**config.mk**
```make
export PLATFORM = sky130hd
export DESIGN_NAME = image_bram_arbiter
export DESIGN_NICKNAME = d
export VERILOG_FILES = /design/src/rtl/image_bram_arbiter.sv
export SDC_FILE = /design/constraint.sdc
export NUM_CORES = 1
export LEC_CHECK = 0
export ABC_CLOCK_PERIOD_IN_PS = 4600
export BUFFER_PORTS_ARGS = -buffer_cell sky130_fd_sc_hd__buf_2
export CAP_MARGIN = 20
export CORE_UTILIZATION = 36
export DETAILED_ROUTE_END_ITERATION = 12
export PLACE_DENSITY = 0.65
export SYNTH_ARGS = -nofsm -noshare
export SYNTH_HDL_FRONTEND = slang
export SYNTH_SLANG_ARGS = --single-unit
```
**constraint.sdc**
```tcl
create_clock -name clk_i -period 4.6 [get_ports clk_i]
set_input_delay 0.46 -clock clk_i [delete_from_list [all_inputs] [get_ports clk_i]]
set_output_delay 0.46 -clock clk_i [all_outputs]
set_load 0.02 [all_outputs]
```
**src/rtl/image_bram_arbiter.sv**
```systemverilog
// Shares the single-port image BRAM between the LCD read stream (req 0) and the image writer (req 1).
// Bounded-burst round-robin grant, registered BRAM drive, fixed-latency registered read return.
module image_bram_arbiter #(
  parameter int ADDR_W     = 14,
  parameter int DATA_W     = 16,
  parameter int RD_LATENCY = 1,
  parameter int MAX_BURST  = 8
) (
  input  logic              clk_i,
  input  logic              rst_i,
  input  logic              rd_req_i,
  input  logic [ADDR_W-1:0] rd_addr_i,
  output logic              rd_gnt_o,
  output logic [DATA_W-1:0] rd_data_o,
  output logic              rd_valid_o,
  input  logic              wr_req_i,
  input  logic [ADDR_W-1:0] wr_addr_i,
  input  logic [DATA_W-1:0] wr_data_i,
  output logic              wr_gnt_o,
  output logic              bram_en_o,
  output logic              bram_we_o,
  output logic [ADDR_W-1:0] bram_addr_o,
  output logic [DATA_W-1:0] bram_wdata_o,
  input  logic [DATA_W-1:0] bram_rdata_i,
  output logic              conflict_o
);

  localparam int                CNT_W   = 8;
  localparam logic [CNT_W-1:0]  MAX_CNT = CNT_W'(MAX_BURST);
  localparam int                PIPE_D  = 1 + RD_LATENCY;

  logic              r_last;
  logic [CNT_W-1:0]  r_cnt;
  logic              w_both;
  logic              w_pick_wr;
  logic              w_rd_gnt;
  logic              w_wr_gnt;
  logic              w_any_gnt;

  logic              r_bram_en;
  logic              r_bram_we;
  logic [ADDR_W-1:0] r_bram_addr;
  logic [DATA_W-1:0] r_bram_wdata;
  logic [PIPE_D-1:0] r_vld_pipe;
  logic              r_rd_valid;
  logic [DATA_W-1:0] r_rd_data;
  logic              r_conflict;

  assign w_both    = rd_req_i && wr_req_i;
  // Under contention stay with the last owner until its burst budget is spent.
  assign w_pick_wr = (r_cnt < MAX_CNT) ? r_last : !r_last;

  always_comb begin
    w_rd_gnt = 1'b0;
    w_wr_gnt = 1'b0;
    if (!rst_i) begin
      if (w_both) begin
        w_wr_gnt = w_pick_wr;
        w_rd_gnt = !w_pick_wr;
      end else begin
        w_rd_gnt = rd_req_i;
        w_wr_gnt = wr_req_i;
      end
    end
  end

  assign w_any_gnt = w_rd_gnt || w_wr_gnt;

  always_ff @(posedge clk_i) begin
    if (rst_i) begin
      r_last <= 1'b0;
      r_cnt  <= '0;
    end else if (w_any_gnt) begin
      if (w_wr_gnt == r_last) begin
        if (r_cnt < MAX_CNT) begin
          r_cnt <= r_cnt + CNT_W'(1);
        end
      end else begin
        r_last <= w_wr_gnt;
        r_cnt  <= CNT_W'(1);
      end
    end else begin
      r_cnt <= '0;
    end
  end

  always_ff @(posedge clk_i) begin
    if (rst_i) begin
      r_bram_en    <= 1'b0;
      r_bram_we    <= 1'b0;
      r_bram_addr  <= '0;
      r_bram_wdata <= '0;
      r_conflict   <= 1'b0;
    end else begin
      r_bram_en  <= w_any_gnt;
      r_bram_we  <= w_wr_gnt;
      r_conflict <= w_both;
      if (w_wr_gnt) begin
        r_bram_addr  <= wr_addr_i;
        r_bram_wdata <= wr_data_i;
      end else if (w_rd_gnt) begin
        r_bram_addr  <= rd_addr_i;
      end
    end
  end

  // Stage k of the pipe lines up with the BRAM access k cycles after it was driven.
  always_ff @(posedge clk_i) begin
    if (rst_i) begin
      r_vld_pipe <= '0;
      r_rd_valid <= 1'b0;
      r_rd_data  <= '0;
    end else begin
      r_vld_pipe <= {r_vld_pipe[PIPE_D-2:0], w_rd_gnt};
      r_rd_valid <= r_vld_pipe[PIPE_D-1];
      if (r_vld_pipe[PIPE_D-1]) begin
        r_rd_data <= bram_rdata_i;
      end
    end
  end

  assign rd_gnt_o     = w_rd_gnt;
  assign wr_gnt_o     = w_wr_gnt;
  assign bram_en_o    = r_bram_en;
  assign bram_we_o    = r_bram_we;
  assign bram_addr_o  = r_bram_addr;
  assign bram_wdata_o = r_bram_wdata;
  assign rd_valid_o   = r_rd_valid;
  assign rd_data_o    = r_rd_data;
  assign conflict_o   = r_conflict;

endmodule

```
**Word level (Yosys, flattened, before mapping)**

Cells that the tools add are included.

- Bits of input ports: 64
- Logic and storage cells: 34
- Register bits: 61
- Output and inout bits: 52

- $add $sub $neg: 1
- Eq/ne operators: 2
- Mux-type cells: 9
- Reductions and logical operators: 8
- Magnitude comparators: 1
- Bitwise logic cells: 2

Operators by type and width:

| cell | count |
|---|---|
| 14-bit 2-to-1 mux | 2 |
| 8-bit by 1-bit adder with 8-bit output, second input constant | 1 |
| 8-bit by 4-bit less-than comparator with 1-bit output, second input constant | 1 |
| 1-bit 2-to-1 mux | 7 |
| 3-bit OR reduction | 1 |
| 1-bit zero test | 2 |
| 2-bit by 1-bit != test with 1-bit output, second input constant | 1 |
| 1-bit NOT | 2 |
| 2-bit AND reduction | 1 |
| 2-bit nonzero test | 1 |
| 2-bit OR reduction | 1 |
| 1-bit equality test | 1 |
| 1-bit logical AND | 1 |
| 1-bit logical OR | 1 |

**Longest topological paths before layout**

Gate-level depths: netlist (run 1).

- Depth after elaboration: 8
- Depth in mapped cells: 6
- Depth with buffers taken out: 4

**Worst setup path after synthesis (run 1)**

OpenSTA, ideal clock, no wires.

- Kind: input-to-output
- Start point: in rst_i
- End point: out rd_gnt_o
- Cell stages on the path: 5
- Slack: 2,607 ps
- Arrival: 1,533 ps
- Data required time: 4,140 ps
- Path through: clkbuf_1 > clkinv_1 > clkbuf_1 > nand2_1 > a21oi_1

- Longest elaborated chain between the ends: 1

Ends and longest elaborated chain:

| what | RTL line | RTL |
|---|---|---|
| from (decl) | 10 | `input logic rst_i,` |
| 1-bit 2-to-1 mux | 56 | `if (!rst_i) begin` |
| to (decl) | 13 | `output logic rd_gnt_o,` |

No other way between the ends.

**Worst setup path in the final report (run 1)**

- Start point: reg r_last
- End point: out wr_gnt_o

- Longest elaborated chain between the ends: 4

Ends and longest elaborated chain:

| what | RTL line | RTL |
|---|---|---|
| from (decl) | 32 | `logic r_last;` |
| from (signal assigned) | 79 | `r_last <= w_wr_gnt;` |
| 1-bit zero test | 51 | `assign w_pick_wr = (r_cnt < MAX_CNT) ? r_last : !r_last;` |
| 1-bit 2-to-1 mux * | 51 |  |
| 1-bit 2-to-1 mux * | 57 | `if (w_both) begin` |
| 1-bit 2-to-1 mux * | 56 |  |
| to (decl) | 19 | `output logic wr_gnt_o,` |

Mark *: on every way between the ends. The rest lies on a longest branch, timed or not.

==> impl_results.md, run 1 <==
* CTS clk-pin slew, worst paths at 0.06 ns
* Gr busiest metal: met2
* Cell Chain, Critical Path: or4b_4, mux2i_4, nor2_2, buf_2
* Most common cell in the netlist: dfxtp_1
* Final setup fails at 0
* M2 GR Usage at 26.9%
* Final core utilization at 50.0%
* Leakage at 1.44 nW
* Total Power at 1.15 mW
* Mapped Area at 2470 µm²
* RSZ-0062 raised after global routing: false
* Root buffer cell: clkbuf_8
* Critical-path top delay cell: or4b_4
* Chip Width at 84.9 µm
* Critical path class: flip-flop to output pin
* CP endpoint kind: output pin
* Iteration-0 DRC count of the detailed router at 157
* Seq pwr share at 49.8%
* Num Clock Sinks at 61
* Period utilisation layout at 59.5%
* Maximum vdd drop at 0.166 mV
* Status: complete, but fails checks
* Input/output buffers at 115
* Setup TNS Final at 0 ns
* Largest net degree at the start of global routing at 38
* Switch share at 26.7%
* Clock power frac at 34.7%
* Initial Util at 38.1%
* R2R Setup Slk at 2.58 ns
* Internal power at 0.845 mW
* Failing checks: DRC
* H-Tree Depth at 3
* Hold Path Depth at 3
* DP Wirelength at 4010 µm
* Worst EP arrival at 2.28 ns
* Comb pwr share at 15.4%
* Worst path required time at 4.14 ns
* Yosys top cell area share at 49.4%
* GP Congestion at 0.796
* Layout cell share with drive strength beyond 1 at 39.0%
* FFs w/ async S/R, synth at 0%
* Hold EP: bram_wdata_o[5]
* Fin Hold WS at 0.353 ns
* Avg Synthesized Cell Area at 9.29 µm²
* Pins over their slew limit at 0
* Via-to-Cell Ratio at 5.07
* Final Hold Fails at 0
* Cell Pwr Density at 355 nW/µm²
* Core Area at 6490 µm²
* Drt wl/cell at 13.0 µm
* Num rows at 29
* Area Overhead vs Synth at 31.3%
* Reg2reg start: r_last
* Largest cells by area after synthesis: dfxtp_1, mux2i_1, nand3_1
* Max incr delay on CP at 0.59 ns
* CTS tree: built
* Post-route minimum period at 2.74 ns
* Count of unique library cells instantiated by Yosys at 35
* Io pins at 116
* Cts repair resizes at 0
* Initial antenna violation count at 0
* DRT Wirelength at 5900 µm
* Post-synth net total at 331
* Met1 Track Usage GR at 20.4%
* Die ar. at 7200 µm²
* First-pass GRT wire length at 9630 µm
* Post-synth top cells: dfxtp_1, nor2_1, nand3_1
* FILL cells at 624
* FF/Latch Area at 1220 µm²
* Hold WC Path Type: primary input to flip-flop
* Hold buffers post-CTS at 0
* Final Skew at 0.00577 ns
* Vias at 2304
* Drt pass-1 iters at 8
* Clock Latency Late Sink at 0.32 ns
* Reg-to-reg critical path endpoint: bram_wdata_o[14]
* Worst Tran Pin Value at 0.894 ns
* Prevailing post-synth register cell: dfxtp_1
* Ant diodes at 0
* Min-delay src: wr_data_i[5]
* Startpoint types: flip-flop
* Warnings from Yosys at 0
* Clock buffer depth at 2
* Die Ht at 84.9 µm
* Cells after Synth at 266
* Register area share after synthesis at 49.4%
* Multi-input gate area at 1130 µm²
* Antenna viol nets, final at 0
* Total GRT Usage at 17.0%
* Reg2reg path depth at 4
* Vias in the first global route at 2127
* #FFs+latches synth at 61
* Residual DRC count at 10
* Postcts setup bufs at 0
* Critical-path maximum fanout at 17
* Total CTS buffers at 9
* Leading area contributor after synthesis: dfxtp_1
* Max Clk Rate at 0.366 GHz
* P_sw at 0.308 mW
* Routing usage on met3 at 5.25%
* Congestion Overflow GR at 0
* Number of synthesized flops with an enable pin at 0
* Final nets at 439
* Max-cap violations at 0
* Slew headroom at 40.3%
-- power groups by stage --
stage / Clock [mW] / Combinational [mW] / Sequential (mW)
detailed placement: 0 / 0.176 / 0.586
global placement: 0 / 0.174 / 0.585
finish: 0.400 / 0.178 / 0.574
CTS: 0.415 / 0.176 / 0.575
global route: 0.441 / 0.195 / 0.578
floorplan: 0 / 0.0832 / 0.612
-- how the worst max path moves through the flow --
stage / from / to / slack (ns)
after floorplan: rst_i / rd_gnt_o / 2.61
final: r_last / wr_gnt_o / 1.86
after detailed placement: rst_i / rd_gnt_o / 1.84
after global placement: rst_i / rd_gnt_o / 1.85
after CTS: rst_i / rd_gnt_o / 1.83
after global routing: rst_i / rd_gnt_o / 1.67
-- state kept, by name, indices dropped and copies added, names as in the netlist --
name,cells
bram_wdata_o,16
rd_data_o,16
bram_addr_o,14
r_cnt,8
r_vld_pipe,2
bram_en_o,1
bram_we_o,1
conflict_o,1
r_last,1
rd_valid_o,1
-- through the flow --
stage | cell area [µm²] | worst slack, ns | instances
after global placement | 3050 | 1.85 | 439
after global routing | 3250 | 1.67 | 454
after detailed placement | 3050 | 1.84 | 439
after CTS | 3220 | 1.83 | 453
final | 3250 | 1.86 | 454
after floorplan | 2470 | 2.61 | 266
-- placed cells by master, fill, tap and decap left out, types with 2 or more instances in the layout --
| cell | synthesis | routed |
|---|---|---|
| a21boi_0 | 4 | 4 |
| a21oi_1 | 8 | 7 |
| a311oi_1 | 5 | 5 |
| a311oi_2 | 9 | 9 |
| buf_2 | 5 | 115 |
| buf_4 | 0 | 2 |
| clkbuf_8 | 0 | 11 |
| clkinv_2 | 0 | 2 |
| dfxtp_1 | 61 | 61 |
| inv_1 | 2 | 2 |
| mux2i_1 | 17 | 17 |
| nand2_1 | 19 | 19 |
| nand3_1 | 32 | 32 |
| nor2_1 | 34 | 34 |
| nor2b_1 | 3 | 3 |
| o21ai_0 | 25 | 24 |
| o21ai_1 | 9 | 10 |
-- worst max-delay path, delay by kind of cell (launching register included) --
family        cells  cell delay (ns)
simple gates      2             0.85
mux               1             0.46
flops             1             0.41
buf+inv           1             0.23
-- cells by family (layout without fill, tap and decap cells) --
logic type | Yosys count | in the layout | share of synthesized area (%)
and+or+nand+nor | 93 | 93 | 17.3
AOI/OAI and AO/OA | 66 | 66 | 19.0
xor gates and xnor gates | 2 | 2 | 0.709
buffers and inverters | 24 | 135 | 4.86
muxes | 19 | 19 | 8.25
adders and majority gates | 1 | 1 | 0.506
DFF | 61 | 61 | 49.4
-- routing by layer --
layer / share of wire (%) / wire [µm]
met4: 1.6 / 97
met2: 45 / 2640
met3: 8.6 / 508
met5: 0 / 0
met1: 45 / 2650
-- layout make-up --
| type | instances | share of cell area, % |
|---|---|---|
| inverter | 3 | 0.347 |
| multi-input combinational | 181 | 35.0 |
| clock inverter | 2 | 0.308 |
| sequential | 61 | 37.6 |
| tap | 77 | 2.97 |
| timing repair buffer | 118 | 19.0 |
| clock buffer | 12 | 4.78 |
No activity file was read; power rests on OpenSTA's default activity.
==> inputs of run 2 (changes only) <==
--- a/config.mk
+++ b/config.mk
@@ -5,12 +5,12 @@
 export SDC_FILE = /design/constraint.sdc
 export NUM_CORES = 1
 export LEC_CHECK = 0
-export ABC_CLOCK_PERIOD_IN_PS = 4600
+export ABC_CLOCK_PERIOD_IN_PS = 2400
 export BUFFER_PORTS_ARGS = -buffer_cell sky130_fd_sc_hd__buf_2
 export CAP_MARGIN = 20
 export CORE_UTILIZATION = 36
 export DETAILED_ROUTE_END_ITERATION = 12
-export PLACE_DENSITY = 0.65
+export PLACE_DENSITY = 0.68
 export SYNTH_ARGS = -nofsm -noshare
 export SYNTH_HDL_FRONTEND = slang
 export SYNTH_SLANG_ARGS = --single-unit
==> constraint.sdc (replaced) <==
create_clock -name clk_i -period 2.4 [get_ports clk_i]
set_input_delay 0.24 -clock clk_i [delete_from_list [all_inputs] [get_ports clk_i]]
set_output_delay 0.24 -clock clk_i [all_outputs]
set_load 0.02 [all_outputs]
==> impl_results.md, run 2 (synthesized netlist as in run 1, its figures left out) <==
* Io pins at 116 (unchanged)
* Iteration-0 DRC count of the detailed router at 95 (-39%)
* Residual DRC count at 8 (-2)
* Reg2reg path depth at 5 (+1)
* Ant diodes at 0 (unchanged)
* Final setup margin at 0.156 ns (-1.71 ns)
* Critical path class: flip-flop to output pin
* Core Area at 6490 µm² (unchanged)
* Total CTS buffers at 9 (unchanged)
* Die ar. at 7200 µm² (unchanged)
* Leakage at 1.44 nW (+0.20%)
* Num Clock Sinks at 61 (unchanged)
* DP Wirelength at 4100 µm (+2.1%)
* Max incr delay on CP at 0.59 ns (about the same)
* Congestion Overflow GR at 0 (unchanged)
* Critical-path maximum fanout at 17 (unchanged)
* Final Skew at 0.00694 ns (+0.00118 ns)
* Period utilisation layout at 93.5%
* Hold Path Depth at 3 (unchanged)
* Pins over their slew limit at 0 (unchanged)
* Postcts setup bufs at 0 (unchanged)
* Layout cell share with drive strength beyond 1 at 39.1% (+0.12 points)
* Cts repair resizes at 0 (unchanged)
* Maximum vdd drop at 0.300 mV (+80%)
* Initial antenna violation count at 0 (unchanged)
* Most frequent cells in the layout: buf_2, dfxtp_1, nor2_1, nand3_1, o21ai_0
* Cell Pwr Density at 675 nW/µm² (+90%)
* DP Worst Slack at 0.473 ns (-1.37 ns)
* Drt wl/cell at 12.9 µm (-0.44%)
* FILL cells at 662 (+6.1%)
* Antenna viol nets, final at 0 (unchanged)
* GP Congestion at 0.803 (+0.96%)
* Startpoint types: flip-flop
* Input/output buffers at 115 (unchanged)
* Post-route minimum period at 2.24 ns
* Worst Tran Pin Value at 0.879 ns (-0.0157 ns)
* Worst EP arrival at 2.00 ns (-0.28 ns)
* Area Overhead vs Synth at 31.2%
* Final Hold Fails at 0 (unchanged)
* Cell Chain, Critical Path: or4b_4, mux2i_4, nor2_2, buf_2
* Clock buffer depth at 2 (unchanged)
* Num rows at 29 (unchanged)
* Vias in the first global route at 2095 (-1.5%)
* Hold WC Path Type: primary input to flip-flop
* Largest net degree at the start of global routing at 37 (-2.6%)
* Max Clk Rate at 0.446 GHz
* Die Ht at 84.9 µm (unchanged)
* Slew headroom at 41.3% (+1.0 points)
* Max-cap violations at 0 (unchanged)
* Failing checks: DRC
* Worst path required time at 2.16 ns (-1.98 ns)
* Chip Width at 84.9 µm (unchanged)
* Total GRT Usage at 17.1% (+0.083 points)
* CTS clk-pin slew, worst paths at 0.06 ns (about the same)
* Critical-path top delay cell: or4b_4
* Setup TNS Final at 0 ns (unchanged)
* CP endpoint kind: output pin
* Vias at 2326 (+0.95%)
* Drt pass-1 iters at 8 (unchanged)
* Status: complete, but fails checks
* Via-to-Cell Ratio at 5.08 (about the same)
* Fin Hold WS at 0.129 ns (-0.224 ns)
* Final setup fails at 0 (unchanged)
* Commonest non-fill, non-tap cell in the layout: buf_2
* Hold buffers post-CTS at 0 (unchanged)
* Root buffer cell: clkbuf_8
* DRT Wirelength at 5930 µm (+0.44%)
* RSZ-0062 raised after global routing: false
* Post-route cell area at 3240 µm² (-0.12%)
* CTS tree: built
* Final nets at 442 (+0.68%)
* H-Tree Depth at 3 (unchanged)
* Clock Latency Late Sink at 0.33 ns (about the same)
* Placed cell area at 3080 µm² (+0.98%)
* Initial Util at 38.1% (unchanged)
* First-pass GRT wire length at 9700 µm (+0.79%)
run 2: cell count changes in the layout (fill, tap and decap cells not counted):
| cell | delta |
|---|---|
| buf_4 | +4 |
| clkbuf_1 | +2 |
| buf_16 | -1 |
| clkbuf_8 | -1 |
run 2: metrics by stage:
stage	cells	utilization, %	power (mW)
5_1_grt	458	49.9	2.31
2_1_floorplan	266	-	1.33
3_3_place_gp	443	47.5	1.46
4_1_cts	458	49.9	2.22
6_report	458	49.9	2.19
3_5_place_dp	443	47.5	1.46
run 2: area by class of cell:
cell class                 instances  area [µm²]  share of cell area (%)
sequential                        61        1220                    37.7
clock buffer                      13         149                    4.59
inverter                           3        11.3                   0.347
clock inverter                     2        10.0                   0.309
timing repair buffer             121         621                    19.1
tap                               77        96.3                    2.97
multi-input combinational        181        1130                    35.0
run 2: critical path, delay by kind of cell, from the launching register on:
| kind | cells | cell delay, ns |
|---|---|---|
| buffers and inverters | 1 | 0.20 |
| multiplexers | 1 | 0.28 |
| AND/OR/NAND/NOR | 2 | 0.79 |
| flip-flops | 1 | 0.40 |
run 2: metal layers:
| layer | share of wire [%] | routed length (µm) | GRT usage, % |
|---|---|---|---|
| met1 | 45 | 2660 | 21.7 |
| met2 | 46 | 2730 | 27.1 |
| met5 | 0 | 0 | 0 |
| met3 | 7.1 | 419 | 3.99 |
| met4 | 2.0 | 119 | 9.09 |
run 2: power by group:
group | switching (mW) | internal (mW)
Clock | 0.355 | 0.394
Sequential | 0.0320 | 1.07
Combinational | 0.204 | 0.136
Total | 0.591 | 1.60
run 2: worst paths after layout:
path	from	end	slack (ns)
worst max-delay path	r_last	wr_gnt_o	0.16
worst min-delay path	wr_data_i[14]	bram_wdata_o[14]	0.13
worst max register to register	r_last	bram_addr_o[2]	0.45
worst min register to register	r_vld_pipe[0]	r_vld_pipe[1]	0.44
==> inputs of run 3 (changes only) <==
--- a/config.mk
+++ b/config.mk
@@ -11,6 +11,7 @@
 export CORE_UTILIZATION = 36
 export DETAILED_ROUTE_END_ITERATION = 12
 export PLACE_DENSITY = 0.68
+export RECOVER_POWER = 25
 export SYNTH_ARGS = -nofsm -noshare
 export SYNTH_HDL_FRONTEND = slang
 export SYNTH_SLANG_ARGS = --single-unit
==> impl_results.md, run 3 (synthesized netlist as in run 1, its figures left out) <==
* Final setup margin at 0.161 ns (+0.00464 ns)
* Commonest non-fill, non-tap cell in the layout: buf_2
* Critical-path maximum fanout at 17 (unchanged)
* Failing checks: DRC
* Iteration-0 DRC count of the detailed router at 105 (+11%)
* Hold Path Depth at 3 (unchanged)
* Clock power frac at 34.3% (about the same)
* Final Hold Fails at 0 (unchanged)
* Drt wl/cell at 13.0 µm (+0.46%)
* DP Wirelength at 4100 µm (unchanged)
* Chip Width at 84.9 µm (unchanged)
* Num Clock Sinks at 61 (unchanged)
* Max incr delay on CP at 0.59 ns (about the same)
* Final nets at 442 (unchanged)
* Reg2reg path depth at 4 (-1)
* Final Skew at 0.00748 ns (+0.000534 ns)
* Drt pass-1 iters at 10 (+2)
* Io pins at 116 (unchanged)
* Critical-path top delay cell: or4b_4
* Post-route minimum period at 2.24 ns (-0.00464 ns)
* Clock Latency Late Sink at 0.33 ns (about the same)
* P_sw at 0.593 mW (+0.27%)
* Most frequent cells in the layout: buf_2, dfxtp_1, nor2_1, nand3_1, clkbuf_1
* Initial Util at 38.1% (unchanged)
* Worst path required time at 2.16 ns (about the same)
* Clock buffer depth at 2 (unchanged)
* Root buffer cell: clkbuf_8
* Worst EP arrival at 2.00 ns (about the same)
* Maximum vdd drop at 0.287 mV (-4.3%)
* Worst Tran Pin Value at 1.45 ns (+0.567 ns)
* Initial antenna violation count at 0 (unchanged)
* Leakage at 1.33 nW (-7.6%)
* Die ar. at 7200 µm² (unchanged)
* Total Power at 2.18 mW (-0.19%)
* Seq pwr share at 50.4% (+0.2 points)
* Period utilisation layout at 93.3% (-0.19 points)
* CTS clk-pin slew, worst paths at 0.06 ns (about the same)
* Vias at 2317 (-0.39%)
* DP Worst Slack at 0.473 ns (unchanged)
* Core Area at 6490 µm² (unchanged)
* Die Ht at 84.9 µm (unchanged)
* Num rows at 29 (unchanged)
* Slew headroom at 3.62% (-38 points)
* Dpl cells at 443 (unchanged)
* CP endpoint kind: output pin
* Critical path class: flip-flop to output pin
* Postcts setup bufs at 0 (unchanged)
* Internal power at 1.59 mW (-0.36%)
* Ant diodes at 0 (unchanged)
* Fin Hold WS at 0.131 ns (+0.00202 ns)
* Cell Pwr Density at 681 nW/µm² (+0.94%)
* Final cell count without fillers at 458 (unchanged)
* Switch share at 27.1% (+0.13 points)
* Post-route cell area at 3210 µm² (-1.1%)
* First-pass GRT wire length at 9700 µm (unchanged)
* Startpoint types: flip-flop
* Comb pwr share at 15.3% (-0.2 points)
* Congestion Overflow GR at 0 (unchanged)
* Setup TNS Final at 0 ns (unchanged)
* Vias in the first global route at 2095 (unchanged)
* Placed cell area at 3080 µm² (unchanged)
* Largest net degree at the start of global routing at 37 (unchanged)
* Via-to-Cell Ratio at 5.06 (-0.39%)
* Hold buffers post-CTS at 0 (unchanged)
* Cell Chain, Critical Path: or4b_4, mux2i_4, nor2_2, buf_2
* Total CTS buffers at 9 (unchanged)
* CTS tree: built
* Final setup fails at 0 (unchanged)
* Input/output buffers at 115 (unchanged)
* H-Tree Depth at 3 (unchanged)
* Max-cap violations at 0 (unchanged)
* Hold WC Path Type: primary input to flip-flop
* Final core utilization at 49.4% (-0.56 points)
* Max Clk Rate at 0.447 GHz (+0.21%)
* Status: complete, but fails checks
* R2R Setup Slk at 0.41 ns (-0.04 ns)
* Layout cell share with drive strength beyond 1 at 32.0% (-7.1 points)
* GP Congestion at 0.803 (unchanged)
* DRT Wirelength at 5960 µm (+0.46%)
* Cts repair resizes at 0 (unchanged)
* Pins over their slew limit at 0 (unchanged)
* Residual DRC count at 8 (unchanged)
* Antenna viol nets, final at 0 (unchanged)
* Area Overhead vs Synth at 29.7%
* Total GRT Usage at 17.1% (unchanged)
* RSZ-0062 raised after global routing: false
[run 3: cell types whose count changed in the layout (fill, tap and decap cells not counted)]
| cell | previous run | this run |
|---|---|---|
| clkbuf_1 | 3 | 30 |
| buf_4 | 6 | 5 |
| buf_2 | 115 | 89 |
[run 3: final cells by class]
cell class	instances	area [µm²]
Tap cell	77	96.3
Clock buffer	13	149
Clock inverter	2	10.0
Sequential cell	61	1220
Timing Repair Buffer	121	584
Inverter	3	11.3
Fill cell	673	3290
Multi-Input combinational cell	181	1130
[run 3: worst max-delay path, delay by kind of cell (launching register included)]
kind,cells,cell delay [ns]
buffers and inverters,1,0.20
flip-flops,1,0.40
multiplexers,1,0.28
AND/OR/NAND/NOR,2,0.79
[run 3: worst paths after layout]
path,startpoint,endpoint
hold reg to reg,r_vld_pipe[0],r_vld_pipe[1]
hold / removal,wr_data_i[14],bram_wdata_o[14]
setup / recovery,r_last,wr_gnt_o
setup reg to reg,r_last,bram_addr_o[5]
[run 3: power groups by stage]
stage	Combinational (mW)	Clock (mW)	Sequential, mW
final	0.334	0.750	1.10
after detailed placement	0.342	0	1.12
after global routing	0.366	0.829	1.11
after floorplan	0.160	0	1.17
after CTS	0.343	0.780	1.10
after global placement	0.338	0	1.12
[run 3: metal layers]
layer  share of wire (%)  global-route usage, %  wire [µm]
met5                   0                      0          0
met2                  46                   27.1       2770
met1                  45                   21.7       2670
met3                 6.7                   3.99        398
met4                 1.9                   9.09        115
